### src/rtl/pencode_rr_if.sv
// Request/grant bundle for pencode_rr: requester side drives en/Din/ack,
// encoder side returns the held grant and idle status.
interface pencode_rr_if #(
  parameter int N = 8
) ();
  localparam int W = $clog2(N);

  logic         en;
  logic [N-1:0] Din;
  logic         ack;
  logic         valid;
  logic [W-1:0] Dout;
  logic [N-1:0] gnt;
  logic         idle;

  modport master (output en, Din, ack, input  valid, Dout, gnt, idle);
  modport slave  (input  en, Din, ack, output valid, Dout, gnt, idle);
endinterface

### src/rtl/pencode_rr.sv
// Priority encoder / arbiter with a latched grant held until ack.
// RR=0: highest set index wins; RR=1: round-robin search starting at ptr.
module pencode_rr #(
  parameter int N  = 8,
  parameter int RR = 0
) (
  input  logic          clk,
  input  logic          rst_n,
  pencode_rr_if.slave   b
);
  localparam int W = $clog2(N);

  typedef enum logic {IDLE, GRANT} state_t;

  state_t       state, state_n;
  logic         valid_q, valid_n;
  logic [W-1:0] dout_q, dout_n;
  logic [N-1:0] gnt_q, gnt_n;
  logic [W-1:0] ptr, ptr_n;
  logic [W-1:0] win, idx;
  logic         found;

  // Winner select. Index arithmetic is W bits wide, so ptr+k wraps mod N.
  always_comb begin
    win   = '0;
    idx   = '0;
    found = 1'b0;
    if (RR != 0) begin
      for (int k = 0; k < N; k++) begin
        idx = ptr + W'(k);
        if (!found && b.Din[idx]) begin
          win   = idx;
          found = 1'b1;
        end
      end
    end else begin
      for (int k = 0; k < N; k++)
        if (b.Din[k]) win = W'(k);
    end
  end

  always_ff @(posedge clk or negedge rst_n) begin
    if (!rst_n) begin
      state   <= IDLE;
      valid_q <= 1'b0;
      dout_q  <= '0;
      gnt_q   <= '0;
      ptr     <= '0;
    end else begin
      state   <= state_n;
      valid_q <= valid_n;
      dout_q  <= dout_n;
      gnt_q   <= gnt_n;
      ptr     <= ptr_n;
    end
  end

  always_comb begin
    state_n = state;
    valid_n = valid_q;
    dout_n  = dout_q;
    gnt_n   = gnt_q;
    ptr_n   = ptr;
    case (state)
      IDLE: begin
        if (b.en && (|b.Din)) begin
          state_n = GRANT;
          valid_n = 1'b1;
          dout_n  = win;
          gnt_n   = N'(1) << win;
        end
      end
      GRANT: begin
        // Grant is latched; only ack releases it, and pointer moves only here.
        if (valid_q && b.ack) begin
          state_n = IDLE;
          valid_n = 1'b0;
          dout_n  = '0;
          gnt_n   = '0;
          if (RR != 0) ptr_n = dout_q + W'(1);
        end
      end
      default: state_n = IDLE;
    endcase
  end

  assign b.valid = valid_q;
  assign b.Dout  = dout_q;
  assign b.gnt   = gnt_q;
  assign b.idle  = (state == IDLE);
endmodule

### src/flat_wrapper.sv
// flat-port wrapper written by rule: the top's interface ports become plain ports
module pencode_rr_flat 
#(
  parameter int N  = 8,
  parameter int RR = 0
)
  (clk, rst_n, b_en, b_Din, b_ack, b_valid, b_Dout, b_gnt, b_idle);
  pencode_rr_if #(.N(N)) b_i ();
  input  logic clk;
  input  logic rst_n;
  input wire logic [$bits(b_i.en)-1:0] b_en;
  input wire logic [$bits(b_i.Din)-1:0] b_Din;
  input wire logic [$bits(b_i.ack)-1:0] b_ack;
  output wire logic [$bits(b_i.valid)-1:0] b_valid;
  output wire logic [$bits(b_i.Dout)-1:0] b_Dout;
  output wire logic [$bits(b_i.gnt)-1:0] b_gnt;
  output wire logic [$bits(b_i.idle)-1:0] b_idle;
  assign b_i.en = b_en;
  assign b_i.Din = b_Din;
  assign b_i.ack = b_ack;
  assign b_valid = b_i.valid;
  assign b_Dout = b_i.Dout;
  assign b_gnt = b_i.gnt;
  assign b_idle = b_i.idle;
  pencode_rr #(.N(N), .RR(RR)) u_core (.clk(clk), .rst_n(rst_n), .b(b_i));
endmodule
### config.mk
export PLATFORM = sky130hd
export DESIGN_NAME = pencode_rr_flat
export DESIGN_NICKNAME = d
export VERILOG_FILES = /design/src/rtl/pencode_rr_if.sv /design/src/rtl/pencode_rr.sv /design/src/flat_wrapper.sv
export SDC_FILE = /design/constraint.sdc
export NUM_CORES = 1
export LEC_CHECK = 0
export ABC_AREA = 1
export CAP_MARGIN = 10
export CORE_MARGIN = 3
export CORE_UTILIZATION = 44
export CTS_BUF_LIST = sky130_fd_sc_hd__clkbuf_16
export DETAILED_ROUTE_END_ITERATION = 7
export PLACE_DENSITY = 0.8
export SLEW_MARGIN = 20
export SYNTH_ARGS = -nofsm -noshare
export SYNTH_HDL_FRONTEND = slang
export SYNTH_SLANG_ARGS = --single-unit
### constraint.sdc
create_clock -name clk -period 2.4 [get_ports clk]
set_input_delay 0.48 -clock clk [delete_from_list [all_inputs] [get_ports clk]]
set_output_delay 0.48 -clock clk [all_outputs]
set_load 0.01 [all_outputs]
==> impl_metrics.ini, run 1 <==
[finish]
area_delta_synth_final_pct = 48.9
fillers = 118
final_area_um2 = 960
fin_nets = 119
stdcell_count = 121
utilization_pct = 72.0
antenna_cells = 0
drive_above_1_share_pct = 6.60

[die]
ioPinCount = 25
row_count = 13
start_util_pct = 48.3
die_area_um2 = 1960
die_w_um = 44.3
die_h_um = 44.3
core_um2 = 1330

[drt]
wl_per_cell_um = 12.3
first_iter_violations = 8
ant_nets = 0
drt-total-wl_um = 1490
first_pass_iters = 4
drc = 0
vias = 627
viasPerCell = 5.18

[yosys]
synth_seq_cells = 13
yosysWarningCount = 0
yosysSeqAreaShare_pct = 50.5
syn_area_um2 = 644
avgSynthCellArea_um2 = 8.05
synth_cell_types = 11
syn_nets = 92
netlist_instances = 80

[clocking]
cts.sinks = 13
cts-root-buf = clkbuf_16
insertion_delay_ps = 240
clockBufferDepth = 2
cts_tree = done
cts_resized = 0
hold_buffers = 0
htreeDepth = 1
post-cts-setup-buffers = 0
cts_buffers = 3
clk_pin_slew_ps = 40

[critical_path]
cp.required_ps = 1920
crit_buf_inv = 2
end_kind = primary output
crit_chain = inv_1 > clkdlybuf4s50_1
cp_top_family = buffers and inverters
slowest_stage = clkdlybuf4s50_1
critical_path.max_stage_delay_ps = 570
worstSetupPathType = register to primary output
cp_data_arrival_time_ps = 1320
start_kind = register
crit_fanout = 5

[grt]
grt.total_usage_pct = 17.4
grt_pass1_vias = 614
grt_pass1_wl_um = 2550
antenna_found_initial = 0
grt_max_degree = 16
overflow = 0

[timing]
fin_setup_tns_ps = 0
finalCriticalPeriod_ps = 1800
maxSlewHeadroom_pct = 60.0
worstMarginPinSlew_ps = 599
rsz0062_at_grt = no
report.final.slew_viol_count = 0
finClkSkew_ps = 0.444
max_freq_mhz = 554
setup_violations = 0
period_share_pct = 75.2
hold_viol = 0

[power]
p_leak_nw = 0.497
powerDensity_nw_per_um2 = 590
finalPower_uw = 567
vdd_drop_max_v = 0.000308

[run_status]
status = finished, final reports clean

[placed_design]
port_buffers = 24
place_area_um2 = 881
hpwlAfterDp_um = 1180
gp_congestion = 0.782
dp_cells = 117

[job]
maxCapViolCount = 0

[hold_path]
min_path_type = register to register
-- per-layer routing --
layer / vias up / share of wire [%] / global-route usage (%)
met4: 0 / 0 / 6.02
li1: 307 / - / -
met3: 0 / 5.6 / 3.66
met1: 299 / 42 / 21.1
met2: 21 / 52 / 30.2
met5: - / 0 / 0
-- cells in the mapped netlist --
cell | number | area, um2
buf_6 | 2 | 22.5
dfrtp_1 | 13 | 325
inv_1 | 15 | 56.3
nand2_1 | 16 | 60.1
nand3_1 | 18 | 90.1
nand3_2 | 1 | 10.0
nand4_1 | 2 | 12.5
nor2_1 | 3 | 11.3
nor2_2 | 2 | 12.5
o21ai_0 | 7 | 35.0
o21ai_2 | 1 | 8.76
-- worst paths after layout --
check,startpoint,end,slack (ps),depth (start not counted)
setup reg to reg,u_core.state$_DFF_PN0_,u_core.b.gnt[4]$_DFFE_PN0P_,1230,4
hold / removal,u_core.b.Dout[1]$_DFFE_PN0P_,u_core.b.Dout[1]$_DFFE_PN0P_,510,2
max in group asynchronous,rst_n,u_core.b.Dout[1]$_DFFE_PN0P_,1390,1
setup / recovery,u_core.state$_DFF_PN0_,b_idle,600,2
min in group asynchronous,rst_n,u_core.b.gnt[4]$_DFFE_PN0P_,620,1
hold reg to reg,u_core.b.Dout[1]$_DFFE_PN0P_,u_core.b.Dout[1]$_DFFE_PN0P_,510,2
-- sequential cells by signal, summed over array words and instances (netlist names) --
name / cells
u_core.b.gnt: 8
u_core.b.Dout: 3
u_core.b.valid: 1
u_core.state: 1
-- power by group --
part	leakage (nW)	total, mW	switching, mW	internal [mW]
Combinational	0.278	0.0411	0.0204	0.0207
Sequential	0.176	0.220	0	0.220
Clock	0.0423	0.306	0.0863	0.219
Total	0.497	0.567	0.107	0.460
-- cells by family after synthesis --
logic type	Yosys count	synth area share [%]
and+or+nand+nor	42	30.5
buffers and inverters	17	12.2
DFF	13	50.5
AOI/OAI and AO/OA	8	6.80
-- stage by stage --
stage / setup WS [ps] / hold WS, ps
after global placement: 638 / 490
after floorplan: 1190 / 184
after detailed placement: 616 / 494
final: 595 / 509
after global routing: 564 / 535
after CTS: 602 / 516
-- placed cells by master, fill, tap and decap left out --
master and count:
nand3_1 18, inv_1 16, o21ai_2 1, nand3_2 1, nand2_1 16, dfrtp_1 13, nor2_1 3, clkdlybuf4s50_1 24
nor2_2 2, nand4_1 2, clkbuf_16 3, o21ai_0 7
-- final cells by class --
| cell class | instances | area, um2 | area share [%] |
|---|---|---|---|
| clock buffer | 3 | 75.1 | 7.82 |
| clock inverter | 1 | 3.75 | 0.391 |
| inverter | 15 | 56.3 | 5.87 |
| multi-input combinational | 50 | 240 | 25.0 |
| sequential | 13 | 325 | 33.9 |
| tap | 15 | 18.8 | 1.96 |
| timing repair buffer | 24 | 240 | 25.0 |
-- tightest hold or removal path, cell delays in order (launching register included) --
cell and delay, ps:
dfrtp_1 340, nand3_1 70, o21ai_0 60
(Power assumes the default switching activity.)
==> inputs of run 2 (changes only) <==
CORE_UTILIZATION = 37   (was 44)
PLACE_DENSITY = 0.72   (was 0.8)
clock period = 1.5 ns   (was 2.4 ns; I/O delays follow)
==> impl_metrics.ini, run 2 (synthesis gave the netlist of run 1 again) <==
[critical_path]
end_kind = primary output
worstSetupPathType = register to primary output
crit_fanout = 3
cp_data_arrival_time_ps = 1130
critical_path.max_stage_delay_ps = 540
start_kind = register
cp_top_family = buffers and inverters
cp.required_ps = 1200
reg2reg_slack_ps = 310
crit_chain = clkdlybuf4s50_1
slowest_stage = clkdlybuf4s50_1
crit_buf_inv = 1

[finish]
stdcell_count = 126
fillers = 144
final_cell_mix = 23 x clkdlybuf4s50_1, 18 x nand3_1, 16 x inv_1, 16 x nand2_1, 13 x dfrtp_1
largest_reg_flops = 8
area_delta_synth_final_pct = 54.0
final_common_cell = clkdlybuf4s50_1
drive_above_1_share_pct = 10.9
utilization_pct = 62.9
antenna_cells = 0
fin_nets = 123

[placed_design]
hpwlAfterDp_um = 1150
dp_cells = 122
port_buffers = 24
gp_congestion = 0.764

[clocking]
clockBufferDepth = 2
clk_pin_slew_ps = 40
cts_tree = done
htreeDepth = 1
cts_buffers = 3
cts.sinks = 13
cts-root-buf = clkbuf_16
hold_buffers = 0
insertion_delay_ps = 240

[timing]
rsz0062_at_grt = no
max_freq_mhz = 698
maxSlewHeadroom_pct = 75.1
finalCriticalPeriod_ps = 1430
period_share_pct = 95.5
finClkSkew_ps = 3.53
report.final.slew_viol_count = 0
setup_violations = 0
worstMarginPinSlew_ps = 372
hold_viol = 0

[grt]
grt_pass1_wl_um = 2310
grt_max_degree = 16
overflow = 0
grt_pass1_vias = 553
grt.total_usage_pct = 15.1
antenna_found_initial = 0

[drt]
drt-total-wl_um = 1420
first_pass_iters = 4
drc = 0
wl_per_cell_um = 11.3
viasPerCell = 4.95
vias = 624
first_iter_violations = 6
ant_nets = 0

[job]
maxCapViolCount = 0

[power]
intPower_uw = 739
p_leak_nw = 0.521
combPwrFrac_pct = 7.7
p_switching_uw = 170
powerDensity_nw_per_um2 = 917
vdd_drop_max_v = 0.000462
sw_frac_of_total_pct = 18.7
seq_power_share_pct = 38.7
finalPower_uw = 910
clockPowerShare_pct = 53.6

[die]
start_util_pct = 40.9
ioPinCount = 25
die_area_um2 = 2280
die_h_um = 47.7
row_count = 14
core_um2 = 1580
die_w_um = 47.7

[hold_path]
min_path_type = input port to async pin

[run_status]
status = finished, final reports clean
-- run 2: cell count changes in the layout (fill, tap and decap cells not counted), sizes merged --
| cell | change |
|---|---|
| dlygate4sd2 | +1 |
| clkdlybuf4s50 | -1 |
| buf | +4 |
-- run 2: path summary, 6_finish.rpt --
path | startpoint | to | depth (start not counted)
worst max-delay path | u_core.b.valid$_DFFE_PN0P_ | b_valid | 1
worst min-delay path | rst_n | u_core.b.gnt[7]$_DFFE_PN0P_ | 2
worst max register to register | u_core.state$_DFF_PN0_ | u_core.b.gnt[2]$_DFFE_PN0P_ | 5
worst min register to register | u_core.b.valid$_DFFE_PN0P_ | u_core.b.valid$_DFFE_PN0P_ | 2
max in group asynchronous | rst_n | u_core.state$_DFF_PN0_ | 2
min in group clk | u_core.b.valid$_DFFE_PN0P_ | u_core.b.valid$_DFFE_PN0P_ | 2
-- run 2: layout make-up --
class	count	area (um2)	share of cell area (%)
clock inverters	1	3.75	0.378
flip-flops and latches	13	325	32.8
repair buffers	28	269	27.1
clock buffers	3	75.1	7.57
well taps	16	20.0	2.02
inverters	15	56.3	5.67
multi-input cells	50	243	24.5
-- run 2: what timing repair did --
action	CTS	global route
buffers inserted	0	0
pin swaps	0	0
gates resized for setup	1	1
endpoints found under the setup margin	1	1
-- run 2: power by group through the flow --
stage | registers, mW | logic, mW | clock network [mW]
after floorplan | 0.357 | 0.0226 | 0
after global placement | 0.357 | 0.0685 | 0
after detailed placement | 0.357 | 0.0701 | 0
after CTS | 0.352 | 0.0706 | 0.490
after global routing | 0.352 | 0.0790 | 0.510
final | 0.352 | 0.0703 | 0.488
-- run 2: metal layers --
metal  wire [um]  vias to the layer above  global-route usage [%]
li1            -                      317                       -
met1         633                      278                    17.1
met2         659                       23                    25.3
met3          83                        6                    3.38
met4          44                        0                    9.68
met5           0                        -                       0
-- run 2: through the flow --
| stage | hold slack (ps) | area, um2 | setup slack (ps) | TNS [ps] |
|---|---|---|---|---|
| after global placement | 484 | 912 | -99.3 | -459 |
| after global routing | 395 | 992 | 7.67 | 0 |
| after detailed placement | 499 | 912 | -118 | -887 |
| final | 379 | 992 | 67.1 | 0 |
| after floorplan | 4.41 | 644 | 450 | 0 |
| after CTS | 386 | 990 | 59.0 | 0 |
==> inputs of run 3 (changes only) <==
CORE_UTILIZATION = 44   (was 37)
PLACE_DENSITY = 0.8   (was 0.72)
SLEW_MARGIN = 15   (was 20)
clock period = 1.66 ns   (was 1.5 ns; I/O delays follow)
==> impl_metrics.ini, run 3 (synthesis gave the netlist of run 1 again) <==
[power]
powerDensity_nw_per_um2 = 853
vdd_drop_max_v = 0.000519
p_leak_nw = 0.501

[clocking]
htreeDepth = 1
post-cts-setup-buffers = 0
cts.sinks = 13
cts-root-buf = clkbuf_16
hold_buffers = 0
insertion_delay_ps = 240
cts_resized = 0
cts_tree = done
clk_pin_slew_ps = 40
clockBufferDepth = 2
cts_buffers = 3

[timing]
maxSlewHeadroom_pct = 62.0
finClkSkew_ps = 2.15
fin_setup_tns_ps = 0
max_freq_mhz = 646
finalCriticalPeriod_ps = 1550
hold_viol = 0
report.final.slew_viol_count = 0
worstMarginPinSlew_ps = 569
setup_violations = 0
period_share_pct = 93.3
rsz0062_at_grt = no

[critical_path]
end_kind = primary output
critical_path.max_stage_delay_ps = 530
crit_chain = inv_1 > clkdlybuf4s50_1
cp_data_arrival_time_ps = 1220
start_kind = register
slowest_stage = clkdlybuf4s50_1
crit_fanout = 2
cp.required_ps = 1330
worstSetupPathType = register to primary output

[finish]
final_cell_mix = 24 x clkdlybuf4s50_1, 18 x nand3_1, 16 x nand2_1
final_common_cell = clkdlybuf4s50_1
largest_reg_flops = 8
antenna_cells = 0
fin_nets = 120
area_delta_synth_final_pct = 50.3
drive_above_1_share_pct = 8.41
final_area_um2 = 968

[die]
row_count = 13
die_h_um = 44.3
ioPinCount = 25
core_um2 = 1330
start_util_pct = 48.3
die_w_um = 44.3
die_area_um2 = 1960

[grt]
grt_pass1_vias = 588
grt_pass1_wl_um = 2370
grt.total_usage_pct = 17.0
grt_max_degree = 16
overflow = 0
antenna_found_initial = 0

[drt]
routed.top_layer = met4
drc = 0
wl_per_cell_um = 11.9
drt-total-wl_um = 1450
wl_met1_um = 596
ant_nets = 0
first_pass_iters = 4
viasPerCell = 5.25
vias = 640
routed-wl-met3_um = 88
wl_met2_um = 702
first_iter_violations = 11

[job]
maxCapViolCount = 0

[hold_path]
min_path_type = input port to async pin

[placed_design]
port_buffers = 24
place_area_um2 = 888
hpwlAfterDp_um = 1180
gp_congestion = 0.784

[run_status]
status = finished, final reports clean
==> run 3: metrics by stage <==
stage	cells	hold slack (ps)	worst slack, ps	total power, mW	util [%]
6_report	122	459	111	0.826	72.6
5_1_grt	122	501	53.5	0.857	72.6
4_1_cts	122	475	96.9	0.831	72.6
3_5_place_dp	118	494	-8.77	0.382	66.6
3_3_place_gp	118	490	37.9	0.381	66.6
2_1_floorplan	80	36.4	601	0.343	-
==> run 3: layout make-up <==
type	instances	area, um2
inverter	15	56.3
tap	15	18.8
sequential	13	325
timing repair buffer	25	248
clock buffer	3	75.1
multi-input combinational	50	240
fill	113	365
clock inverter	1	5.00
==> run 3: where the power goes <==
part	internal, mW	switching [mW]
clock	0.320	0.129
sequential	0.318	0
combinational	0.0300	0.0294
total	0.668	0.158
==> run 3: critical path, delay by kind of cell, from the launching register on <==
| kind | cells | cell delay [ps] |
|---|---|---|
| flops | 1 | 380 |
| buf+inv | 2 | 600 |
==> run 3: final timing paths <==
path | slack [ps] | cells past startpoint | end | from
max in group asynchronous | 830 | 1 | u_core.b.gnt[1]$_DFFE_PN0P_ | rst_n
hold / removal | 460 | 1 | u_core.b.valid$_DFFE_PN0P_ | rst_n
setup / recovery | 110 | 2 | b_idle | u_core.state$_DFF_PN0_
min in group clk | 500 | 2 | u_core.b.valid$_DFFE_PN0P_ | u_core.b.valid$_DFFE_PN0P_
hold reg to reg | 500 | 2 | u_core.b.valid$_DFFE_PN0P_ | u_core.b.valid$_DFFE_PN0P_
setup reg to reg | 470 | 5 | u_core.b.gnt[2]$_DFFE_PN0P_ | u_core.state$_DFF_PN0_
==> run 3: metal layers <==
metal | vias to the layer above | global-route usage (%)
met3 | 7 | 3.66
met5 | - | 0
met1 | 291 | 17.4
met2 | 31 | 29.1
li1 | 311 | -
met4 | 0 | 14.5
